===== src/rtl/arb_mux_n.sv =====
// N-channel registered stream mux with valid/ready handshakes and round-robin arbitration.
// Define ARB_MUX_FIXED_PRIO_EN to select fixed lowest-index priority; the pointer register is then removed.
module arb_mux_n #(
  parameter int DATA_WIDTH = 32,
  parameter int NUM_CH     = 4,
  localparam int SEL_WIDTH = $clog2(NUM_CH)
) (
  input  logic                         clk_i,
  input  logic                         rst_ni,
  input  logic [NUM_CH*DATA_WIDTH-1:0] in_data_i,
  input  logic [NUM_CH-1:0]            in_valid_i,
  output logic [NUM_CH-1:0]            in_ready_o,
  output logic [DATA_WIDTH-1:0]        out_data_o,
  output logic [SEL_WIDTH-1:0]         out_sel_o,
  output logic                         out_valid_o,
  input  logic                         out_ready_i
);

  logic [SEL_WIDTH-1:0]  rot_idx [NUM_CH];
  logic [DATA_WIDTH-1:0] chan_data [NUM_CH];
  logic [SEL_WIDTH-1:0]  grant_idx;
  logic                  grant_found;
  logic                  free;
  logic                  take;
  logic                  out_valid_reg;
  logic [DATA_WIDTH-1:0] out_data_reg;
  logic [SEL_WIDTH-1:0]  out_sel_reg;

`ifndef ARB_MUX_FIXED_PRIO_EN
  logic [SEL_WIDTH-1:0]  ptr_reg;
`endif

  // rot_idx[k] is the channel examined k-th in the search order.
  genvar gi;
  generate
    for (gi = 0; gi < NUM_CH; gi++) begin : g_chan
      assign chan_data[gi] = in_data_i[gi*DATA_WIDTH +: DATA_WIDTH];
`ifdef ARB_MUX_FIXED_PRIO_EN
      assign rot_idx[gi] = SEL_WIDTH'(gi);
`else
      // One extra bit so the sum never overflows before the explicit wrap.
      logic [SEL_WIDTH:0] rot_sum;
      assign rot_sum = {1'b0, ptr_reg} + (SEL_WIDTH+1)'(gi);
      assign rot_idx[gi] = (rot_sum >= (SEL_WIDTH+1)'(NUM_CH))
                         ? SEL_WIDTH'(rot_sum - (SEL_WIDTH+1)'(NUM_CH))
                         : SEL_WIDTH'(rot_sum);
`endif
    end
  endgenerate

  // Walk backwards so the earliest position in the search order wins.
  always_comb begin
    grant_found = 1'b0;
    grant_idx   = '0;
    for (int i = NUM_CH - 1; i >= 0; i--) begin
      if (in_valid_i[rot_idx[i]]) begin
        grant_found = 1'b1;
        grant_idx   = rot_idx[i];
      end
    end
  end

  assign free       = !out_valid_reg || out_ready_i;
  assign take       = rst_ni && free && grant_found;
  assign in_ready_o = take ? (NUM_CH'(1) << grant_idx) : '0;

  always_ff @(posedge clk_i or negedge rst_ni) begin
    if (!rst_ni) begin
      out_valid_reg <= 1'b0;
      out_data_reg  <= '0;
      out_sel_reg   <= '0;
    end else if (take) begin
      out_valid_reg <= 1'b1;
      out_data_reg  <= chan_data[grant_idx];
      out_sel_reg   <= grant_idx;
    end else if (out_ready_i) begin
      out_valid_reg <= 1'b0;
    end
  end

`ifndef ARB_MUX_FIXED_PRIO_EN
  always_ff @(posedge clk_i or negedge rst_ni) begin
    if (!rst_ni) begin
      ptr_reg <= '0;
    end else if (take) begin
      ptr_reg <= (grant_idx == SEL_WIDTH'(NUM_CH - 1)) ? '0 : grant_idx + 1'b1;
    end
  end
`endif

  assign out_valid_o = out_valid_reg;
  assign out_data_o  = out_data_reg;
  assign out_sel_o   = out_sel_reg;

endmodule


===== config.mk =====
export PLATFORM = sky130hd
export DESIGN_NAME = arb_mux_n
export DESIGN_NICKNAME = d
export VERILOG_FILES = /design/src/rtl/arb_mux_n.sv
export SDC_FILE = /design/constraint.sdc
export NUM_CORES = 1
export LEC_CHECK = 0
export ABC_AREA = 1
export CAP_MARGIN = 25
export CORE_ASPECT_RATIO = 1.1
export CORE_MARGIN = 3
export CORE_UTILIZATION = 39
export DETAILED_ROUTE_END_ITERATION = 16
export GPL_ROUTABILITY_DRIVEN = 0
export PLACE_DENSITY = 0.88
export SLEW_MARGIN = 40
export SYNTH_ARGS = -nofsm -noshare
export SYNTH_HDL_FRONTEND = slang
export SYNTH_SLANG_ARGS = --single-unit

===== constraint.sdc =====
create_clock -name clk_i -period 2.95 [get_ports clk_i]
set_input_delay 0.7375 -clock clk_i [delete_from_list [all_inputs] [get_ports clk_i]]
set_output_delay 0.7375 -clock clk_i [all_outputs]
set_load 0.05 [all_outputs]

==> metrics.md, run 1 <==
| Metric | Value |
|---|---|
| Seq/Total Area, Yosys | `30.4%` |
| DR top layer | `met4` |
| Post-Layout Cell Count | `775` |
| DRC Markers | `0` |
| Routed WL per cell | `12.9 microns` |
| N_diodes | `0` |
| Async SR Flop Fraction | `100%` |
| Setup ws final | `108 ps` |
| First-pass GRT wire length | `16.4 mm` |
| Worst EP required | `2210 ps` |
| Yosys cell types | `23` |
| Worst vdd ir | `678 uV` |
| Number of synthesized flops with an enable pin | `0` |
| Final setup violation count | `0` |
| Placeable Area | `7510 sq um` |
| Pre-CTS setup slack | `-228 ps` |
| Crit path capture type | `primary output` |
| Cell total after placement | `763` |
| HPWL after DPL | `7.78 mm` |
| Synth Area in Adders | `0%` |
| Critical path peak fanout | `4` |
| Vias after detailed routing | `3657` |
| Number of global-route vias before repair | `3472` |
| Final #Nets | `805` |
| Wire length on met3 | `620 microns` |
| Post-CTS Hold Fix Bufs | `0` |
| Crit start category | `input port` |
| Row count | `33` |
| Setup TNS | `0 ps` |
| Area Overhead vs Synth | `66.1%` |
| Max_cap viols | `0` |
| Post-Synth XOR/XNOR Area | `0%` |
| Prevailing post-synth register cell | `dfrtp_1` |
| Clk sinks | `37` |
| FMAX | `352 MHz` |
| Reg clk slew, reported paths | `70 ps` |
| Min Hold Slack | `492 ps` |
| WL met2 | `5.22 mm` |
| Lkg Pwr | `2.63 nW` |
| Rel. slew slack | `63.1%` |
| Initial Util | `40.6%` |
| Arr. time, crit path | `2100 ps` |
| Layout cells sized above 1 | `9.55%` |
| CP Cell Sequence | `dlygate4sd2_1 > inv_2 > o21ai_2 > nand2_1 > nand3_2 > nand2_1 > nand2_2 > nand2_4 > nor2_4 > inv_2 > nor2_4 > buf_12` |
| Number of buffers created by CTS | `5` |
| Hold Vio Cnt, Final | `0` |
| Pins Over Slew Limit | `0` |
| Clock skew | `4.20 ps` |
| Root buf cell | `clkbuf_8` |
| Main combinational cell family by area after synthesis | `simple AND/OR/NAND/NOR gates` |
| DR vias/cell | `4.72` |
| Initial antenna violation count | `0` |
| CTS tree | `yes` |
| Syn avg cell area | `6.14 sq um` |
| Status | `finished, final reports clean` |
| Post-Route WL | `9.97 mm` |
| Metal-1 WL | `3.99 mm` |
| Horiz. Die Dim | `90.3 microns` |
| Largest net degree at the start of global routing | `64` |
| Clock Path Buffers | `2` |
| Grt ovf | `0` |
| Starting DRT DRC Count | `122` |
| CP peak stage delay | `240 ps` |
| Critical path's slowest cell | `dlygate4sd2_1` |
| Die area | `8920 sq um` |
| Simple-gate portion of the synthesized area | `42.5%` |
| Mux share of post-synthesis cell area | `0%` |
| Synth Cell Area | `3050 sq um` |
| Warnings from Yosys | `0` |
| Cells after Synth | `497` |
| Worst-margin pin slew | `551 ps` |
| Total design power | `5.79 mW` |
| Number of I/O port buffers | `173` |
| Crit share post-route | `96.4%` |
| Period minus WS final | `2840 ps` |
| Compound-Gate Fraction of Synth Area | `6.69%` |
| Max reg flops | `32` |
| Syn nets | `632` |
| Kind of critical path | `in -> out` |
| Die height | `98.8 microns` |
| Synth Register Bits | `37` |
| Total track usage | `22.0%` |
| First-pass detailed-route iteration total | `4` |
| Min-Delay Path Class | `reg -> reg` |
| Worst-Skew Late Latency | `270 ps` |
| Unrepaired setup endpoints after global routing | `no` |
| Power density cells | `1140 nW/um^2` |
| H-tree level count | `2` |
| I/O pin count | `174` |
| Antenna viol nets, final | `0` |
-- cells in the mapped netlist (4+ instances only) --
library cell  instances  area, sq um
or2_1                16          100
buf_6                 7         78.8
inv_1               107          402
o211ai_1             19          143
nor2_1                9         33.8
dfrtp_1              37          926
buf_2                 6         30.0
buf_4                12         90.1
nand2_1             163          612
nand2_2               4         25.0
nand3_1              95          475
o21ai_1               4         20.0
-- per-layer routing --
layer / vias to the layer above / track usage, %
li1: 1849 / -
met1: 1656 / 26.0
met2: 137 / 41.1
met3: 15 / 4.12
met4: 0 / 4.95
met5: - / 0
-- critical path, delay by kind of cell --
family | cells | cell delay [ps]
AOI/OAI and AO/OA | 1 | 170
and+or+nand+nor | 7 | 710
buffers and inverters | 4 | 500
-- layout by cell type, fill, tap and decap left out, types with 5 or more instances in the layout --
master	count
or2_1	16
inv_2	8
nand2_1	161
o211ai_1	19
nor2_1	7
clkdlybuf4s50_1	164
clkbuf_8	6
buf_12	5
inv_1	102
dfrtp_1	36
buf_4	20
nand3_1	93
-- cell type report --
type	instances	area, sq um
repair buffers	194	1930
clock buffers	7	86.3
flip-flops and latches	37	927
fillers	642	2450
well taps	105	131
multi-input cells	322	1580
inverters	110	413
-- kinds of logic after synthesis --
kind of cell / count (synthesis)
flip-flops: 37
buffers and inverters: 138
AND/OR/NAND/NOR: 294
AO/OA/AOI/OAI: 28
-- timing repair --
| action | CTS | global route |
|---|---|---|
| endpoints found under the setup margin | 4 | 4 |
| buffers inserted | 4 | 1 |
| resized for setup | 24 | 3 |
| pin swaps | 14 | 1 |
-- power breakdown --
part	internal, mW	switching [mW]
clock	0.185	0.163
combinational	1.63	2.90
sequential	0.770	0.154
-- path summary, 6_finish.rpt --
path	startpoint	end	slack [ps]	cells past startpoint
min reg2reg	out_data_o[13]	out_data_o[13]	490	2
min in group asynchronous	rst_ni	out_data_o[7]	530	2
max reg2reg	ptr_reg[0]	out_data_o[29]	630	14
min	out_data_o[13]	out_data_o[13]	490	2
max	in_valid_i[3]	in_ready_o[0]	110	12
max in group asynchronous	rst_ni	ptr_reg[0]	2070	2
-- per-stage QoR --
| stage | utilization, % | area [sq um] |
|---|---|---|
| 5_1_grt | 67.4 | 5070 |
| 3_3_place_gp | 64.8 | 4870 |
| 6_report | 67.4 | 5070 |
| 2_1_floorplan | - | 3060 |
| 4_1_cts | 67.0 | 5030 |
| 3_5_place_dp | 64.8 | 4870 |
No activity file was read; power rests on OpenSTA's default activity.
==> run 2: changes to the inputs <==
--- a/config.mk
+++ b/config.mk
@@ -8,7 +8,7 @@
 export ABC_AREA = 1
 export CAP_MARGIN = 25
 export CORE_ASPECT_RATIO = 1.1
-export CORE_MARGIN = 3
+export CORE_MARGIN = 2
 export CORE_UTILIZATION = 39
 export DETAILED_ROUTE_END_ITERATION = 16
 export GPL_ROUTABILITY_DRIVEN = 0
==> metrics.md, run 2 (synthesized netlist as in run 1, its figures left out) <==
| Metric | Value |
|---|---|
| CP Buf/Inv Count | `4` |
| Min Hold Slack | `484 ps` |
| Unrepaired setup endpoints after global routing | `no` |
| Kind of critical path | `in -> out` |
| Crit share post-route | `95.9%` |
| Max reg flops | `32` |
| Post-route cell area | `5050 sq um` |
| Status | `finished, final reports clean` |
| Total track usage | `22.8%` |
| Critical path's slowest cell | `dlygate4sd2_1` |
| Lkg Pwr | `2.62 nW` |
| Area Overhead vs Synth | `65.4%` |
| Horiz. Die Dim | `88.3 microns` |
| Crit start category | `input port` |
| Rel. slew slack | `63.8%` |
| CP Cell Sequence | `dlygate4sd2_1 > inv_2 > o21ai_2 > nand2_1 > nand3_2 > nand2_1 > nand2_2 > nand2_4 > nor2_4 > inv_2 > nor2_4 > buf_12` |
| Row count | `33` |
| Commonest cells after routing, fill and taps aside | `clkdlybuf4s50_1 (164), nand2_1 (160), inv_1 (102)` |
| First-pass detailed-route iteration total | `5` |
| Routed WL per cell | `12.5 microns` |
| Worst EP required | `2210 ps` |
| Max_cap viols | `0` |
| First-pass GRT wire length | `15.9 mm` |
| CTS tree | `yes` |
| Number of global-route vias before repair | `3610` |
| Layout cells sized above 1 | `9.70%` |
| Hold Vio Cnt, Final | `0` |
| Die height | `96.8 microns` |
| I/O pin count | `174` |
| Vias after detailed routing | `3642` |
| DR vias/cell | `4.70` |
| R2R setup slack | `610 ps` |
| Grt ovf | `0` |
| Power density cells | `1140 nW/um^2` |
| H-tree level count | `2` |
| Period minus WS final | `2830 ps` |
| Worst-margin pin slew | `542 ps` |
| HPWL after DPL | `7.56 mm` |
| Clock Path Buffers | `2` |
| Root buf cell | `clkbuf_8` |
| N_diodes | `0` |
| Clock skew | `3.56 ps` |
| Reg clk slew, reported paths | `70 ps` |
| Largest delay contributor family on the critical path | `simple AND/OR/NAND/NOR gates` |
| Number of I/O port buffers | `173` |
| Arr. time, crit path | `2090 ps` |
| Starting DRT DRC Count | `125` |
| Commonest non-fill, non-tap cell in the layout | `clkdlybuf4s50_1` |
| Worst-Skew Late Latency | `280 ps` |
| Post-DP Area | `4850 sq um` |
| Final setup violation count | `0` |
| Die area | `8550 sq um` |
| FMAX | `353 MHz` |
| Final #Nets | `805` |
| Pins Over Slew Limit | `0` |
| Min-Delay Path Class | `reg -> reg` |
| Crit path capture type | `primary output` |
| Largest net degree at the start of global routing | `61` |
| Fill cells | `630` |
| Placeable Area | `7510 sq um` |
| Critical path peak fanout | `4` |
| Clk sinks | `37` |
| Post-Route WL | `9.70 mm` |
| Post-layout util | `67.1%` |
| Post-CTS Hold Fix Bufs | `0` |
| CP peak stage delay | `240 ps` |
| DRC Markers | `0` |
| Initial Util | `40.6%` |
| Initial antenna violation count | `0` |
| Number of buffers created by CTS | `5` |
| Worst vdd ir | `708 uV` |
| Antenna viol nets, final | `0` |
[run 2: cell counts in the layout (fill, tap and decap cells not counted)]
No cell type changed its count.
[run 2: power breakdown]
group,internal (mW),total [mW],switching (mW)
registers,0.770,0.916,0.146
clock network,0.185,0.347,0.162
logic,1.60,4.48,2.89
[run 2: cell type report]
| type | instances | area [sq um] | area share (%) |
|---|---|---|---|
| Timing Repair Buffer | 194 | 1920 | 38.0 |
| Sequential cell | 37 | 927 | 18.4 |
| Clock buffer | 7 | 86.3 | 1.71 |
| Inverter | 110 | 413 | 8.18 |
| Tap cell | 105 | 131 | 2.60 |
| Multi-Input combinational cell | 322 | 1570 | 31.1 |
[run 2: through the flow]
step / total power, mW / TNS (ps) / setup slack [ps] / std cells
floorplan: 4.13 / -91.7 / -91.7 / 497
global placement: 5.07 / -624 / -195 / 761
detailed placement: 5.20 / -1380 / -354 / 761
CTS: 5.73 / 0 / 133 / 773
global route: 6.24 / 0 / 2.68 / 775
finish: 5.74 / 0 / 121 / 775
[run 2: path summary, 6_finish.rpt]
path | from | endpoint | depth (start not counted)
setup / recovery | in_valid_i[3] | in_ready_o[0] | 12
hold / removal | out_data_o[31] | out_data_o[31] | 2
setup reg to reg | ptr_reg[1] | out_data_o[4] | 14
hold reg to reg | out_data_o[31] | out_data_o[31] | 2
max in group asynchronous | rst_ni | ptr_reg[0] | 2
min in group asynchronous | rst_ni | ptr_reg[0] | 2
[run 2: what timing repair did]
item | 4_1_cts | 5_1_grt
gates resized for setup | 26 | 0
endpoints found under the hold margin | 0 | 0
setup endpoints to repair | 4 | 4
pin swaps | 17 | 0
buffers inserted | 5 | 2
[run 2: routing by layer]
metal / track usage (%) / up-vias / share of wire, %
li1: - / 1854 / -
met1: 26.8 / 1627 / 39
met2: 41.2 / 136 / 52
met3: 3.41 / 25 / 6.3
met4: 7.46 / 0 / 2.5
met5: 0 / - / 0
[run 2: worst min-delay path: stages (launching register included)]
cell and delay [ps]:
dfrtp_1 350, nand2_1 50, nand2_1 50
